[config.mk]
export PLATFORM = sky130hd
export DESIGN_NAME = seq_detect_ctrl
export DESIGN_NICKNAME = d
export VERILOG_FILES = /design/src/rtl/seq_detect_ctrl.sv
export SDC_FILE = /design/constraint.sdc
export NUM_CORES = 1
export LEC_CHECK = 0
export ABC_AREA = 0
export BUFFER_PORTS_ARGS = -buffer_cell sky130_fd_sc_hd__buf_2
export CORE_ASPECT_RATIO = 0.5
export CORE_MARGIN = 2
export CORE_UTILIZATION = 60
export CTS_BUF_LIST = sky130_fd_sc_hd__clkbuf_8 sky130_fd_sc_hd__clkbuf_16
export DETAILED_ROUTE_END_ITERATION = 6
export HOLD_SLACK_MARGIN = 0.03
export PLACE_DENSITY = 0.82
export SYNTH_ARGS = -nofsm -noshare
export SYNTH_HDL_FRONTEND = slang
export SYNTH_SLANG_ARGS = --single-unit
[constraint.sdc]
create_clock -name clk -period 5.9 [get_ports clk]
set_input_delay 0.295 -clock clk [delete_from_list [all_inputs] [get_ports clk]]
set_output_delay 0.295 -clock clk [all_outputs]
set_load 0.05 [all_outputs]
[src/rtl/seq_detect_ctrl.sv]
// seq_detect_ctrl: programmable serial pattern detector with run/done handshake and match counting
module seq_detect_ctrl #(
  parameter int MAX_LEN = 8,
  parameter int CNT_W = 8,
  parameter int WIN_W = 16
) (
  input  logic                           clk,
  input  logic                           reset,
  input  logic                           cfg_we,
  input  logic [MAX_LEN-1:0]             cfg_pattern,
  input  logic [$clog2(MAX_LEN+1)-1:0]   cfg_len,
  input  logic                           cfg_overlap,
  input  logic [WIN_W-1:0]               cfg_window,
  input  logic                           start,
  input  logic                           abort,
  input  logic                           x,
  input  logic                           x_valid,
  output logic                           busy,
  output logic                           done,
  output logic                           z,
  output logic [CNT_W-1:0]               match_count,
  output logic                           cfg_err
);
  localparam int LW = $clog2(MAX_LEN + 1);
  typedef enum logic [1:0] {IDLE, RUN, DONE} state_t;
  state_t state_q, state_d;
  logic [MAX_LEN-1:0] pat_q, pat_d;
  logic [LW-1:0] len_q, len_d, fill_q, fill_d, eff_len;
  logic ovl_q, ovl_d, err_q, err_d;
  logic [WIN_W-1:0] win_q, win_d, bcnt_q, bcnt_d;
  logic [MAX_LEN-2:0] hist_q, hist_d;
  logic [CNT_W-1:0] cnt_q, cnt_d;
  logic [MAX_LEN-1:0] cand, mask;
  logic fill_ok, len_ok;
  assign busy = state_q == RUN;
  assign done = state_q == DONE;
  assign match_count = cnt_q;
  assign cfg_err = err_q;
  // Mealy match: newest bit plus history, compared over the low L bits once enough bits are held
  always_comb begin
    cand = {hist_q, x};
    mask = '0;
    for (int i = 0; i < MAX_LEN; i++) mask[i] = i < int'(len_q);
    fill_ok = ({1'b0, fill_q} + (LW+1)'(1)) >= {1'b0, len_q};
    z = (state_q == RUN) && x_valid && fill_ok && (((cand ^ pat_q) & mask) == '0);
    eff_len = cfg_we ? cfg_len : len_q;
    len_ok = (eff_len != '0) && (int'(eff_len) <= MAX_LEN);
  end
  // Next state: config load and start validation in IDLE, shifting and counting in RUN
  always_comb begin
    state_d = state_q;
    pat_d = pat_q;
    len_d = len_q;
    ovl_d = ovl_q;
    win_d = win_q;
    err_d = err_q;
    hist_d = hist_q;
    fill_d = fill_q;
    bcnt_d = bcnt_q;
    cnt_d = cnt_q;
    case (state_q)
      IDLE: begin
        if (cfg_we) begin
          pat_d = cfg_pattern;
          len_d = cfg_len;
          ovl_d = cfg_overlap;
          win_d = cfg_window;
          err_d = 1'b0;
        end
        if (start && len_ok) begin
          state_d = RUN;
          cnt_d = '0;
          hist_d = '0;
          fill_d = '0;
          bcnt_d = '0;
        end else if (start) begin
          err_d = 1'b1;
        end
      end
      RUN: begin
        if (x_valid) begin
          hist_d = cand[MAX_LEN-2:0];
          fill_d = (fill_q == LW'(MAX_LEN)) ? fill_q : fill_q + LW'(1);
          bcnt_d = bcnt_q + WIN_W'(1);
          if (z) begin
            cnt_d = &cnt_q ? cnt_q : cnt_q + CNT_W'(1);
            fill_d = ovl_q ? fill_d : '0;
          end
          state_d = (win_q != '0 && bcnt_d == win_q) ? DONE : state_d;
        end
        state_d = abort ? DONE : state_d;
      end
      default: state_d = IDLE;
    endcase
  end
  // State and datapath registers with synchronous reset to the default 0110/L=4 config
  always_ff @(posedge clk) begin
    if (reset) begin
      state_q <= IDLE;
      pat_q <= MAX_LEN'(4'b0110);
      len_q <= LW'(4);
      ovl_q <= 1'b1;
      win_q <= '0;
      err_q <= 1'b0;
      hist_q <= '0;
      fill_q <= '0;
      bcnt_q <= '0;
      cnt_q <= '0;
    end else begin
      state_q <= state_d;
      pat_q <= pat_d;
      len_q <= len_d;
      ovl_q <= ovl_d;
      win_q <= win_d;
      err_q <= err_d;
      hist_q <= hist_d;
      fill_q <= fill_d;
      bcnt_q <= bcnt_d;
      cnt_q <= cnt_d;
    end
  end
endmodule

======== Word-level counts from Yosys, hierarchy flattened ========
Cells that the tools add are included.
word-level totals
  bits in registers ....................... 67
  bits in latches ......................... 0
  bits in writable memories ............... 0
  ROM bits ................................ 0
  input bits .............................. 36
  output and inout bits ................... 12
  word-level logic and storage cells ...... 78
  memories kept ........................... 0
cells by class
  add/sub/neg operators ................... 4
  multiply operators ...................... 0
  divide/modulo/power cells ............... 0
  $lt $le $gt $ge ......................... 10
  equal/unequal tests ..................... 10
  shift-type cells ........................ 0
  muxes and demuxes ....................... 26
  bitwise operators ....................... 2
  reduce and logical (&&, ||, !) cells .... 16
operators by type and width
  kind                     count
  $mux W16                 2
  $mux W8                  4
  $pmux W16 S2             1
  $mux W4                  6
  $add A16 B1 Y16 const B  1
  $eq A16 B16 Y1           1
  $lt A3 B4 Y1 const A     4
  $pmux W8 S2              1
  $reduce_bool A16 Y1      1
  $mux W7                  2
  $pmux W7 S2              1
  $add A8 B1 Y8 const B    1
  $and A8 B8 Y8            1
  $logic_not A8 Y1         1
  $lt A1 B4 Y1 const A     2
  $lt A2 B4 Y1 const A     2
  $mux W2                  4
  $ne A2 B2 Y1 const B     4
  $pmux W4 S2              1
  $reduce_and A8 Y1        1
  $xor A8 B8 Y8            1
  $logic_and A1 B1 Y1      6
  $reduce_and A3 Y1        2
  $add A4 B1 Y5 const B    1
  15 further kinds         17

======== Logic depth before layout (Yosys ltp) ========
  depth in word-level cells ............... 7
  mapped depth ............................ 9
  depth with buffers taken out ............ 8

======== Least setup slack after synthesis ========
No wires, ideal clock.
  kind .................................... register -> register
  start point ............................. register fill_q[0]
  end point ............................... register cnt_q[2] (netlist: match_count[2])
  library setup time ...................... 0.070 ns
  data arrival time ....................... 2.214 ns
  setup slack ............................. 3.616 ns
  stages on the path, launching flop included .. 10
  buffers on the path ..................... 1
  clock period less this slack ............ 2.284 ns
  cells stage by stage .................... dfxtp_1 inv_1 ha_1 ha_1 a211oi_1 o21ai_0 a41oi_2 buf_6 or4_1 a21oi_1
on the way
  word-level cells in the longest chain between the ends .. 6
RTL lines
  item                              RTL line  text
  from (decl)                       28        logic [LW-1:0] len_q, len_d, fill_q, fill_d, eff_len;
  from (signal assigned)            117       fill_q <= fill_d;
  $add A4 B1 Y5                     44        fill_ok = ({1'b0, fill_q} + (LW+1)'(1)) >= {1'b0, len_q};
  $ge A5 B4 Y1                      44
  $logic_and A1 B1 Y1 (2 in a row)  45        z = (state_q == RUN) && x_valid && fill_ok && (((cand ^ pat_q) & mask) == '0);
  $ne A2 B2 Y1 (no line)            --
  $reduce_and A5 Y1 (no line)       --
  to (signal assigned)              119       cnt_q <= cnt_d;
  to (decl)                         32        logic [CNT_W-1:0] cnt_q, cnt_d;
No other way between the ends.
A chain may end at the register's enable or synchronous reset.

======== Worst setup path in the final report ========
  start point ............................. register bcnt_q[0]
  end point ............................... register state_q[0]
on the way
  word-level cells in the longest chain between the ends .. 5
RTL lines
  item                         RTL line  text
  from (decl)                  30        logic [WIN_W-1:0] win_q, win_d, bcnt_q, bcnt_d;
  from (signal assigned)       118       bcnt_q <= bcnt_d;
  $add A16 B1 Y16              84        bcnt_d = bcnt_q + WIN_W'(1);
  $eq A16 B16 Y1               89        state_d = (win_q != '0 && bcnt_d == win_q) ? DONE : state_d;
  $logic_and A1 B1 Y1          89
  $ne A3 B2 Y1 (no line)       --
  $reduce_and A3 Y1 (no line)  --
  to (signal assigned)         110       state_q <= state_d;
  to (decl)                    26        state_t state_q, state_d;
No other way between the ends.

==> flow_summary.toml <==
[clock_network]
clkLatencyLatePin_ns = 0.33
cts_buffer_depth = 2
holdBufCountCts = 0
cts_tree = "built"
cts_made_buffers = 9
path_clk_slew_ns = 0.05
cts.sinks = 67
cts_resized = 0
post-cts-setup-buffer-count = 0
cts_root_buffer = "clkbuf_16"
htreeDepth = 3

[power]
power_frac_seq_pct = 44.1
p_sw_uw = 297
p_leak_uw = 0.00165
pwr-share-comb_pct = 13.4
internal_power_uw = 832
irDropWorstVdd_uv = 222
pwr_density_cell_nw_per_um2 = 275
clkPwrFrac_pct = 42.5
p_sw_share_pct = 26.3

[synthesis]
syn_area_per_cell_um2 = 7.98
yosysWarnings = 0
yosysTopAreaCell = "dfxtp_1"
synth_top_area_share_pct = 37.0
synth_seq_cells = 67
ys_seq_area_share_pct = 37.0
ys_async_sr_fraction_pct = 0
synth_commonest_cells = "nand2_1 (75), dfxtp_1 (67), a21oi_1 (46)"
yosys.cell_count.top_type = "nand2_1"
synthCells = 455
synthTopCellsByArea = "dfxtp_1 (37%), nand2_1 (7.8%), a21oi_1 (6.3%)"
yosysUniqueCellTypes = 57
syn_area_um2 = 3630
synthFlopType = "dfxtp_1"
syn-num-nets = 499
synth_edf_count = 0

[sta]
rsz0062_at_grt = "false"
min_period_ns = 2.67
fmax_mhz = 375
setup_violations = 0
tightest_slew_ns = 1.16
hold_viol = 0
min_period_over_period_pct = 45.2
drv_slew = 0
fin_setup_tns_ns = 0
relSlewSlack_pct = 22.3
clock_skew_ns = 0.00696

[placed_design]
port-buffer-count = 47
gp_congestion = 0.849
place_inst = 546
dp_hpwl_um = 5980

[hold_path]
hold_class = "in -> reg"

[die]
die-area_um2 = 6730
core_um2 = 5660
initial_core_util_pct = 64.2
die_h_um = 59
io_pins = 48
row_count = 19
die_w_um = 114

[routing]
wl_per_cell_um = 15.0
ant_nets = 0
dr.pass1.iters = 5
post_drt_via_cell_ratio = 5.86
drc_errors = 0
wl_um = 8460
vias = 3293
first_iter_violations = 288

[layout]
final_cells = 562
antenna_cells = 0
finalNetCount = 528
post_route_cells_drive_above_1_share_pct = 14.3
area_growth_pct = 13.1
fill_cells = 450

[critical_path]
crit_type = "reg -> reg"
cp.required_ns = 6.09
start_kind = "register"
endpoint_kind = "register"
crit_fanout = 9
arrival_ns = 2.86

[global_route]
grt_pass1_wl_um = 13900
grt_max_degree = 36
overflow = 0
antenna_found_initial = 0
grt_usage_pct = 26.8
grt_pass1_vias = 2907

[job]
drv_cap = 0

[status]
outcome = "finished clean"
[critical path: stages, from the launching register on]
cell and delay, ns:
dfxtp_1 0.44, ha_1 0.31, nand3_1 0.30, o21ai_0 0.23
o21ai_0 0.13, or4_1 0.55, nor4b_2 0.42, o22ai_1 0.15
[sequential cells by signal, summed over array words and instances, names as in the netlist]
register and cells:
cfg_err 1, len_q 4, hist_q 7, ovl_q 1
bcnt_q 16, pat_q 8, fill_q 4, win_q 16
match_count 8, state_q 2
[power groups by stage]
stage | Sequential [uW] | Clock (uW) | Combinational, uW
2_1_floorplan | 504 | 0 | 112
3_3_place_gp | 506 | 0 | 148
3_5_place_dp | 506 | 0 | 150
4_1_cts | 497 | 489 | 151
5_1_grt | 501 | 514 | 169
6_report | 498 | 480 | 151
[cells in the final DEF, fill, tap and decap left out, drive strengths merged, types with 10 or more instances in the layout]
| cell | count |
|---|---|
| dfxtp | 67 |
| or4 | 10 |
| nand3 | 23 |
| buf | 48 |
| nor2 | 23 |
| xor2 | 13 |
| a21oi | 46 |
| nand2 | 75 |
| clkbuf | 11 |
| o31ai | 14 |
| inv | 16 |
| xnor2 | 17 |
| o21ai | 26 |
[final cells by class]
type                            count  area (um2)  share of cell area, %
Multi-Input combinational cell    344        2100                   51.2
Timing Repair Buffer               48         243                   5.91
Sequential cell                    67        1340                   32.7
Inverter                           14        52.6                   1.28
Clock buffer                       11         253                   6.16
Clock inverter                      5        22.5                  0.549
Tap cell                           73        91.3                   2.22
[through the flow]
stage | util (%) | setup WS, ns | cell area (um2) | total power (uW) | hold slack (ns)
floorplan | - | 3.62 | 3630 | 616 | 0.419
global placement | 67.7 | 3.27 | 3830 | 653 | 0.443
detailed placement | 67.7 | 3.26 | 3830 | 656 | 0.452
CTS | 72.6 | 3.24 | 4110 | 1140 | 0.170
global route | 72.6 | 3.01 | 4110 | 1180 | 0.172
finish | 72.6 | 3.23 | 4110 | 1130 | 0.175
[per-layer routing]
layer  routed length [um]  up-vias  GRT usage [%]
li1                     -     1705              -
met1                 4350     1525           37.3
met2                 3730       61           40.6
met3                  358        2           8.28
met4                   17        0           7.67
met5                    0        -              0
[final timing paths]
| check | depth (start not counted) | slack (ns) | endpoint | from |
|---|---|---|---|---|
| setup / recovery | 7 | 3.23 | state_q[0]$_SDFFE_PP0P_ | bcnt_q[0]$_SDFFE_PP0P_ |
| hold / removal | 3 | 0.18 | pat_q[2]$_SDFFE_PP1P_ | cfg_pattern[2] |
| setup reg to reg | 7 | 3.23 | state_q[0]$_SDFFE_PP0P_ | bcnt_q[0]$_SDFFE_PP0P_ |
| hold reg to reg | 2 | 0.46 | cfg_err$_SDFFE_PP0N_ | cfg_err$_SDFFE_PP0N_ |
[kinds of logic after synthesis]
kind of cell	count (synthesis)	share of synthesized area, %
simple gates	181	25.4
compound gates	123	21.8
flops	67	37.0
buf+inv	44	5.27
xor+xnor	30	7.24
fa+ha+maj	8	2.76
mux	2	0.586
Power figures use the tool's default switching activity.
